$ cat config.mk
export PLATFORM = sky130hd
export DESIGN_NAME = fft_stage_seq_flat
export DESIGN_NICKNAME = d
export VERILOG_FILES = /design/src/rtl/fft_stage_seq_pkg.sv /design/src/rtl/fft_stage_seq_if.sv /design/src/rtl/fft_stage_seq_delay_line.sv /design/src/rtl/fft_stage_seq.sv /design/src/flat_wrapper.sv
export SDC_FILE = /design/constraint.sdc
export NUM_CORES = 1
export LEC_CHECK = 0
export CORE_MARGIN = 5
export CORE_UTILIZATION = 43
export CTS_CLUSTER_DIAMETER = 30
export CTS_CLUSTER_SIZE = 25
export DETAILED_ROUTE_END_ITERATION = 12
export PLACE_DENSITY = 0.75
export RECOVER_POWER = 100
export SLEW_MARGIN = 10
export SYNTH_ARGS = -nofsm -noshare
export SYNTH_HDL_FRONTEND = slang
export SYNTH_SLANG_ARGS = --single-unit
$ cat constraint.sdc
create_clock -name clk -period 1.2 [get_ports clk]
set_input_delay 0.3 -clock clk [delete_from_list [all_inputs] [get_ports clk]]
set_output_delay 0.3 -clock clk [all_outputs]
set_load 0.05 [all_outputs]
$ cat src/rtl/fft_stage_seq_pkg.sv
// Shared types for the SDF stage sequencer: FSM states and the tag carried
// down the butterfly/multiplier delay line.
package fft_seq_pkg;

    localparam int FFT_HALF_DEPTH = 16;
    // Tag index field is sized for the largest supported half-frame; the
    // top truncates it back to IDX_W.
    localparam int TAG_IDX_W      = 16;

    typedef enum logic [1:0] {
        IDLE = 2'd0,
        FILL = 2'd1,
        BFLY = 2'd2
    } seq_state_e;

    typedef struct packed {
        logic                 valid;
        logic                 first;
        logic                 last;
        logic [TAG_IDX_W-1:0] idx;
    } seq_tag_t;

endpackage

$ cat src/rtl/fft_stage_seq_if.sv
// Control bundle between the stage sequencer (slave) and its upstream
// source / datapath observer (master). err exists only with FFT_STAGE_SEQ_ERR_EN.
interface fft_stage_seq_if #(
    parameter int IDX_W = 4
);
    logic             din_valid;
    logic             din_sof;
    logic             sr_en;
    logic             bf_en;
    logic             mul_en;
    logic [IDX_W-1:0] tw_idx;
    logic             dout_valid;
    logic             dout_sof;
    logic             dout_eof;
    logic             busy;
`ifdef FFT_STAGE_SEQ_ERR_EN
    logic             err;
`endif

    modport master (
        output din_valid, din_sof,
        input  sr_en, bf_en, mul_en, tw_idx, dout_valid, dout_sof, dout_eof, busy
`ifdef FFT_STAGE_SEQ_ERR_EN
        , input err
`endif
    );

    modport slave (
        input  din_valid, din_sof,
        output sr_en, bf_en, mul_en, tw_idx, dout_valid, dout_sof, dout_eof, busy
`ifdef FFT_STAGE_SEQ_ERR_EN
        , output err
`endif
    );
endinterface

$ cat src/rtl/fft_stage_seq_delay_line.sv
// Fixed-depth register pipeline for sequencer tags; advances every cycle,
// so stalled input cycles appear as bubbles at the output.
module seq_delay_line
    import fft_seq_pkg::*;
#(
    parameter int DEPTH = 1
) (
    input  logic     clk,
    input  logic     rstn,
    input  seq_tag_t tag_i,
    output seq_tag_t tag_o
);

    seq_tag_t pipe_q [DEPTH];

    always_ff @(posedge clk or negedge rstn) begin
        if (!rstn) begin
            for (int i = 0; i < DEPTH; i++) pipe_q[i] <= '0;
        end else begin
            pipe_q[0] <= tag_i;
            for (int i = 1; i < DEPTH; i++) pipe_q[i] <= pipe_q[i-1];
        end
    end

    assign tag_o = pipe_q[DEPTH-1];

endmodule

$ cat src/rtl/fft_stage_seq.sv
// Handshake-driven frame sequencer for one radix-2 SDF FFT stage.
// Optional sticky protocol error output: define FFT_STAGE_SEQ_ERR_EN.
module fft_stage_seq
    import fft_seq_pkg::*;
#(
    parameter int HALF_DEPTH = FFT_HALF_DEPTH,
    parameter int BF_LAT     = 1,
    parameter int MUL_LAT    = 1,
    parameter int IDX_W      = $clog2(HALF_DEPTH)
) (
    input  logic           clk,
    input  logic           rstn,
    fft_stage_seq_if.slave io
);

    seq_state_e       state_q;
    logic [IDX_W-1:0] cnt_q;
    logic             busy_q;
    logic             acc;
    logic             last_beat;
    logic             bf_en;
    seq_tag_t         bf_tag, mul_tag, out_tag;

    // Gated by rstn so the combinational enables also read 0 while in reset.
    assign acc       = rstn && io.din_valid && (state_q != IDLE || io.din_sof);
    assign last_beat = (cnt_q == IDX_W'(HALF_DEPTH - 1));
    assign bf_en     = acc && (state_q == BFLY);

    always_ff @(posedge clk or negedge rstn) begin
        if (!rstn) begin
            state_q <= IDLE;
            cnt_q   <= '0;
            busy_q  <= 1'b0;
        end else if (acc) begin
            // Power-of-two half-frame: the counter wraps to 0 on the last beat.
            cnt_q <= cnt_q + IDX_W'(1);
            unique case (state_q)
                IDLE: begin
                    state_q <= FILL;
                    busy_q  <= 1'b1;
                end
                FILL: if (last_beat) state_q <= BFLY;
                BFLY: if (last_beat) begin
                    state_q <= IDLE;
                    busy_q  <= 1'b0;
                end
                default: begin
                    state_q <= IDLE;
                    busy_q  <= 1'b0;
                end
            endcase
        end
    end

    always_comb begin
        bf_tag = '0;
        if (bf_en) begin
            bf_tag.valid = 1'b1;
            bf_tag.first = (cnt_q == '0);
            bf_tag.last  = last_beat;
            bf_tag.idx   = TAG_IDX_W'(cnt_q);
        end
    end

    seq_delay_line #(.DEPTH(BF_LAT)) u_bf_dly (
        .clk   (clk),
        .rstn  (rstn),
        .tag_i (bf_tag),
        .tag_o (mul_tag)
    );

    seq_delay_line #(.DEPTH(MUL_LAT)) u_mul_dly (
        .clk   (clk),
        .rstn  (rstn),
        .tag_i (mul_tag),
        .tag_o (out_tag)
    );

    assign io.sr_en      = acc;
    assign io.bf_en      = bf_en;
    assign io.mul_en     = mul_tag.valid;
    assign io.tw_idx     = mul_tag.idx[IDX_W-1:0];
    assign io.dout_valid = out_tag.valid;
    assign io.dout_sof   = out_tag.valid && out_tag.first;
    assign io.dout_eof   = out_tag.valid && out_tag.last;
    assign io.busy       = busy_q;

`ifdef FFT_STAGE_SEQ_ERR_EN
    logic err_q;

    always_ff @(posedge clk or negedge rstn) begin
        if (!rstn)                                               err_q <= 1'b0;
        else if (io.din_valid && io.din_sof && state_q != IDLE) err_q <= 1'b1;
    end

    assign io.err = err_q;
`endif

endmodule
$ cat src/flat_wrapper.sv
// flat-port wrapper written by rule: the top's interface ports become plain ports
module fft_stage_seq_flat import fft_seq_pkg::*;
#(
    parameter int HALF_DEPTH = FFT_HALF_DEPTH,
    parameter int BF_LAT     = 1,
    parameter int MUL_LAT    = 1,
    parameter int IDX_W      = $clog2(HALF_DEPTH)
)
  (clk, rstn, io_din_valid, io_din_sof, io_sr_en, io_bf_en, io_mul_en, io_tw_idx, io_dout_valid, io_dout_sof, io_dout_eof, io_busy);
  fft_stage_seq_if #(.IDX_W(IDX_W)) io_i ();
  input  logic clk;
  input  logic rstn;
  input wire logic [$bits(io_i.din_valid)-1:0] io_din_valid;
  input wire logic [$bits(io_i.din_sof)-1:0] io_din_sof;
  output wire logic [$bits(io_i.sr_en)-1:0] io_sr_en;
  output wire logic [$bits(io_i.bf_en)-1:0] io_bf_en;
  output wire logic [$bits(io_i.mul_en)-1:0] io_mul_en;
  output wire logic [$bits(io_i.tw_idx)-1:0] io_tw_idx;
  output wire logic [$bits(io_i.dout_valid)-1:0] io_dout_valid;
  output wire logic [$bits(io_i.dout_sof)-1:0] io_dout_sof;
  output wire logic [$bits(io_i.dout_eof)-1:0] io_dout_eof;
  output wire logic [$bits(io_i.busy)-1:0] io_busy;
  assign io_i.din_valid = io_din_valid;
  assign io_i.din_sof = io_din_sof;
  assign io_sr_en = io_i.sr_en;
  assign io_bf_en = io_i.bf_en;
  assign io_mul_en = io_i.mul_en;
  assign io_tw_idx = io_i.tw_idx;
  assign io_dout_valid = io_i.dout_valid;
  assign io_dout_sof = io_i.dout_sof;
  assign io_dout_eof = io_i.dout_eof;
  assign io_busy = io_i.busy;
  fft_stage_seq #(.HALF_DEPTH(HALF_DEPTH), .BF_LAT(BF_LAT), .MUL_LAT(MUL_LAT), .IDX_W(IDX_W)) u_core (.clk(clk), .rstn(rstn), .io(io_i));
endmodule
==> results.toml, run 1 <==
[grt]
track_usage = 0.138
antenna_found_initial = 0
grt_pass1_wl_um = 2720
first_global_vias = 617
grt-ovfl-total = 0
grt_max_degree = 15

[power]
switching_power_mw = 0.608
peakVddDrop_mv = 1.02
p_int_mw = 1.13
leakagePower_nw = 0.566
p_clk_frac = 0.174
cellPowerDensity_nw_per_um2 = 1470
p_seq_frac = 0.417
power_frac_comb = 0.409
switching_share = 0.349

[run_status]
violations = "negative setup slack"
status = "finished, violations left"

[route]
drtAntennaViolNets = 0
dr_wl_met2_um = 996
routedWlPerCell_um = 16.0
drc = 0
wirelength_um = 1770
wirelength_met1_um = 639
drtIter0Drc = 18
dr.pass1.iters = 4
dr_wl_met3_um = 85
via_count = 602
vias_per_cell = 5.47
highest_layer = "met4"

[die]
placementRows = 14
die_height_um = 50.8
start_util = 0.465
fp.coreArea_um2 = 1540
chipWidth_um = 50.8
boundaryPins = 15
dieArea_um2 = 2580

[timing]
setup_slack_ns = -0.368
hold_viol = 0
fmax_ghz = 0.638
setup-violations-final = 11
fin_skew_ns = 0.00650
slew_headroom = 0.513
grt_setup_unrepaired = "true"
period_share = 1.31
finalCriticalPeriod_ns = 1.57
whs_ns = 0.248
worst_slew_pin_slew_ns = 0.730
report.final.slew_viol_count = 0

[cts]
clk_pin_slew_ns = 0.10
cts-htree-levels = 1
cts_tree = "done"
numCtsBuffers = 3
cts.sinks = 17
clk_path_buf_depth = 2
ctsHoldBuffers = 0
root_buffer = "clkbuf_4"
worstSkewPairLatency_ns = 0.28

[worst_setup_path]
endpoint_kind = "output port"
critPathLaunchType = "flop"
cpPeakStageDelay_ns = 0.42
cp_num_buf_inv = 2
rr_startpoint = "u_core.state_q[0]"
cp_cell_sequence = "o311ai_4 -> inv_4 -> buf_12"
path_class = "flop to output port"
worstPathRequired_ns = 0.90
worstReg2RegEnd = "u_core.cnt_q[3]"
cp_max_fo = 2
reg2reg_depth = 6
r2r_slack_ns = -0.21
cp_top_family = "flip-flops"
worstPathArrival_ns = 1.27
slowest_stage = "dfrtp_1"

[placed_design]
hpwl_um = 1140
placed_area_um2 = 1070
gp_congestion = 0.786
post-place-ws_ns = -0.493
place.port_buffers = 14

[cells_and_area]
drive_gt1_frac = 0.543
diodes = 0
num-fill-cells = 100
stdcell_area_um2 = 1190
final_nets = 101
synthToLayoutAreaGrowth_pct = 65.4

[yosys]
postSynthCellCount = 59
synth-warning-count = 0
yosysSeqAreaShare = 0.593
syn_nets = 65
syn_area_per_cell_um2 = 12.2
synth.distinct_cells = 24
syn_area_um2 = 717
synth-seq-cells = 17

[job]
max_cap_viol_count = 0

[hold_path]
hold_class = "input port to async pin"
## per-stage QoR
stage	setup TNS, ns	power, mW	utilization	instances
final	-1.64	1.74	0.769	110
after global routing	-2.40	1.86	0.769	110
after CTS	-1.67	1.61	0.743	108
after detailed placement	-5.85	1.25	0.696	98
after global placement	-5.23	1.22	0.696	98
after floorplan	-0.0343	1.01	-	59
## cell usage in the layout (no fill, tap or decap), drive strengths merged, types with 2 or more instances in the layout
cell	netlist	final
and2	4	4
nand2	6	6
clkbuf	0	6
o21ai	4	4
inv	3	3
ha	2	2
dlygate4sd2	0	2
dfrtp	17	17
nor3	3	3
buf	5	30
nand3	2	2
xnor2	3	3
nor2	2	2
## cell type report
class	instances	area, um2	share of cell area
clock buffers	3	22.5	0.0190
repair buffers	36	402	0.339
clock inverters	1	5.00	0.00422
inverters	3	13.8	0.0116
well taps	16	20.0	0.0169
flip-flops and latches	17	428	0.361
multi-input cells	34	295	0.249
## worst max-delay path by stage
stage,start,end,cells past startpoint
after CTS,u_core.state_q[1],io_sr_en,3
after global routing,u_core.state_q[0],io_sr_en,3
after detailed placement,rstn,u_core.state_q[1],4
after floorplan,u_core.cnt_q[1],u_core.state_q[1],4
after global placement,io_din_sof,io_sr_en,4
final,u_core.state_q[0],io_sr_en,3
## worst register-to-register path, delay by kind of cell (launching register included)
kind,cells,cell delay [ns]
flops,1,0.42
xor+xnor,1,0.13
compound gates,1,0.35
simple gates,1,0.10
buf+inv,3,0.36
## flip-flops by register name, indices dropped and copies added (netlist names)
signal	flops
u_core.io.busy	1
u_core.u_bf_dly.tag_o	7
u_core.u_mul_dly.tag_o	3
u_core.state_q	2
u_core.cnt_q	4
## layer usage
layer,vias to the layer above,GRT usage
met3,10,0.0320
li1,268,-
met1,298,0.160
met4,0,0.0723
met5,-,0
met2,26,0.233
## logic make-up after synthesis
group	after synthesis	share of synthesized area
AO/OA/AOI/OAI	8	0.0960
AND/OR/NAND/NOR	21	0.166
buffers and inverters	8	0.0733
flip-flops	17	0.593
adder cells (fa/ha/maj)	2	0.0349
XOR/XNOR	3	0.0367
## Yosys cell counts (all sizes together)
cell type,number,area [um2]
ha,2,25.0
nor3,3,15.0
a41o,1,11.3
and2,4,26.3
a31oi,1,6.26
o311ai,1,26.3
o21ai,4,20.0
inv,3,11.3
nand3,2,15.0
dfrtp,17,425
nor2,2,7.51
xnor2,3,26.3
a21oi,1,5.00
nand4,1,6.26
nand2,6,22.5
buf,5,41.3
and4b,1,10.0
or4b,1,10.0
and3,1,6.26
## power by group through the flow
stage / sequential, mW / combinational, mW / clock [mW]
2_1_floorplan: 0.764 / 0.244 / 0
3_3_place_gp: 0.738 / 0.484 / 0
3_5_place_dp: 0.748 / 0.503 / 0
4_1_cts: 0.722 / 0.581 / 0.306
5_1_grt: 0.741 / 0.773 / 0.344
6_report: 0.726 / 0.713 / 0.302
## what timing repair did
action | CTS | global route
gates resized for setup | 4 | 18
buffers inserted | 6 | 4
pin swaps | 4 | 5
endpoints found under the setup margin | 14 | 16
No activity file was read; power rests on OpenSTA's default activity.
==> run 2: changes to the inputs <==
--- a/config.mk
+++ b/config.mk
@@ -5,6 +5,7 @@
 export SDC_FILE = /design/constraint.sdc
 export NUM_CORES = 1
 export LEC_CHECK = 0
+export ABC_AREA = 0
 export CORE_MARGIN = 5
 export CORE_UTILIZATION = 43
 export CTS_CLUSTER_DIAMETER = 30
@@ -12,6 +13,7 @@
 export DETAILED_ROUTE_END_ITERATION = 12
 export PLACE_DENSITY = 0.75
 export RECOVER_POWER = 100
+export SKIP_LAST_GASP = 1
 export SLEW_MARGIN = 10
 export SYNTH_ARGS = -nofsm -noshare
 export SYNTH_HDL_FRONTEND = slang
==> results.toml, run 2 (synthesis gave the netlist of run 1 again) <==
[timing]
worst_slew_pin_slew_ns = 0.744
setup-violations-final = 10
hold_viol = 0
slew_headroom = 0.504
finalCriticalPeriod_ns = 1.57
grt_setup_unrepaired = "true"
setup_slack_ns = -0.369
period_share = 1.31
whs_ns = 0.252
report.final.slew_viol_count = 0
fmax_ghz = 0.637
fin_skew_ns = 0.00583

[cts]
root_buffer = "clkbuf_4"
numCtsBuffers = 3
cts-htree-levels = 1
cts.sinks = 17
clk_path_buf_depth = 2
cts_tree = "done"
clk_pin_slew_ns = 0.10
worstSkewPairLatency_ns = 0.28

[die]
chipWidth_um = 50.8
boundaryPins = 15
fp.coreArea_um2 = 1540
start_util = 0.465
dieArea_um2 = 2580
placementRows = 14
die_height_um = 50.8

[placed_design]
place.port_buffers = 14
hpwl_um = 1140
gp_congestion = 0.786
placed_area_um2 = 1070

[run_status]
violations = "negative setup slack"
status = "finished, violations left"

[worst_setup_path]
cp_max_fo = 2
worstPathRequired_ns = 0.90
critPathLaunchType = "flop"
r2r_slack_ns = -0.20
path_class = "flop to output port"
rr_startpoint = "u_core.state_q[0]"
worstPathArrival_ns = 1.27
reg2reg_depth = 6
endpoint_kind = "output port"
worstReg2RegEnd = "u_core.cnt_q[3]"

[power]
cellPowerDensity_nw_per_um2 = 1490
peakVddDrop_mv = 0.995
leakagePower_nw = 0.561

[route]
drtIter0Drc = 5
drtAntennaViolNets = 0
routedWlPerCell_um = 15.5
vias_per_cell = 5.16
drc = 0
dr.pass1.iters = 4
via_count = 562
wirelength_um = 1690

[grt]
grt_pass1_wl_um = 2720
grt_max_degree = 15
grt-ovfl-total = 0
antenna_found_initial = 0
first_global_vias = 616
track_usage = 0.138

[cells_and_area]
final_nets = 100
final_common_cell = "buf_4"
layout_common_cells = "buf_4 (16), dfrtp_1 (15), buf_12 (9), nand2_1 (4), buf_6 (4)"
synthToLayoutAreaGrowth_pct = 61.8
largest_reg_flops = 7
diodes = 0
drive_gt1_frac = 0.527
stdcell_area_um2 = 1160

[hold_path]
hold_class = "input port to async pin"

[job]
max_cap_viol_count = 0
-- run 2: how the worst max path moves through the flow --
stage | from | end | slack, ns
after floorplan | u_core.cnt_q[1] | u_core.state_q[1] | -0.02
after global placement | io_din_sof | io_sr_en | -0.46
after detailed placement | rstn | u_core.state_q[1] | -0.49
after CTS | u_core.state_q[1] | io_sr_en | -0.38
after global routing | u_core.state_q[0] | io_sr_en | -0.45
final | u_core.state_q[0] | io_sr_en | -0.37
-- run 2: stage by stage --
step	std cells	TNS, ns	total power, mW	utilization	setup slack (ns)
6_report	109	-1.62	1.73	0.752	-0.369
5_1_grt	109	-2.38	1.85	0.752	-0.450
4_1_cts	108	-1.70	1.61	0.743	-0.376
3_5_place_dp	98	-5.85	1.25	0.696	-0.493
3_3_place_gp	98	-5.23	1.22	0.696	-0.459
2_1_floorplan	59	-0.0343	1.01	-	-0.0167
-- run 2: cell type report --
type / count / area [um2]
clock buffer: 3 / 22.5
clock inverter: 1 / 5.00
fill: 106 / 382
inverter: 3 / 13.8
multi-input combinational: 34 / 284
sequential: 17 / 428
tap: 16 / 20.0
timing repair buffer: 35 / 387
-- run 2: what timing repair did --
item                                    in CTS  in global routing
hold buffers                                 0                  0
gates resized for setup                      4                 14
endpoints found under the setup margin      14                 17
endpoints found under the hold margin        0                  0
pin swaps                                    3                  5
buffers inserted                             6                  3
-- run 2: power by group --
part / total (mW) / internal (mW) / switching (mW)
Clock: 0.303 / 0.124 / 0.180
Sequential: 0.725 / 0.658 / 0.0671
Combinational: 0.700 / 0.347 / 0.353
-- run 2: per-layer routing --
layer	track usage	part of all wire	vias to the layer above
met3	0.0320	0.044	2
met5	0	0	-
li1	-	-	263
met1	0.160	0.37	281
met2	0.233	0.58	16
met4	0.0723	0.0071	0
-- run 2: worst max-delay path, stage by stage, from the launching register on --
cell and delay, ns:
dfrtp_1 0.42, o311ai_4 0.35, inv_4 0.07, buf_12 0.15
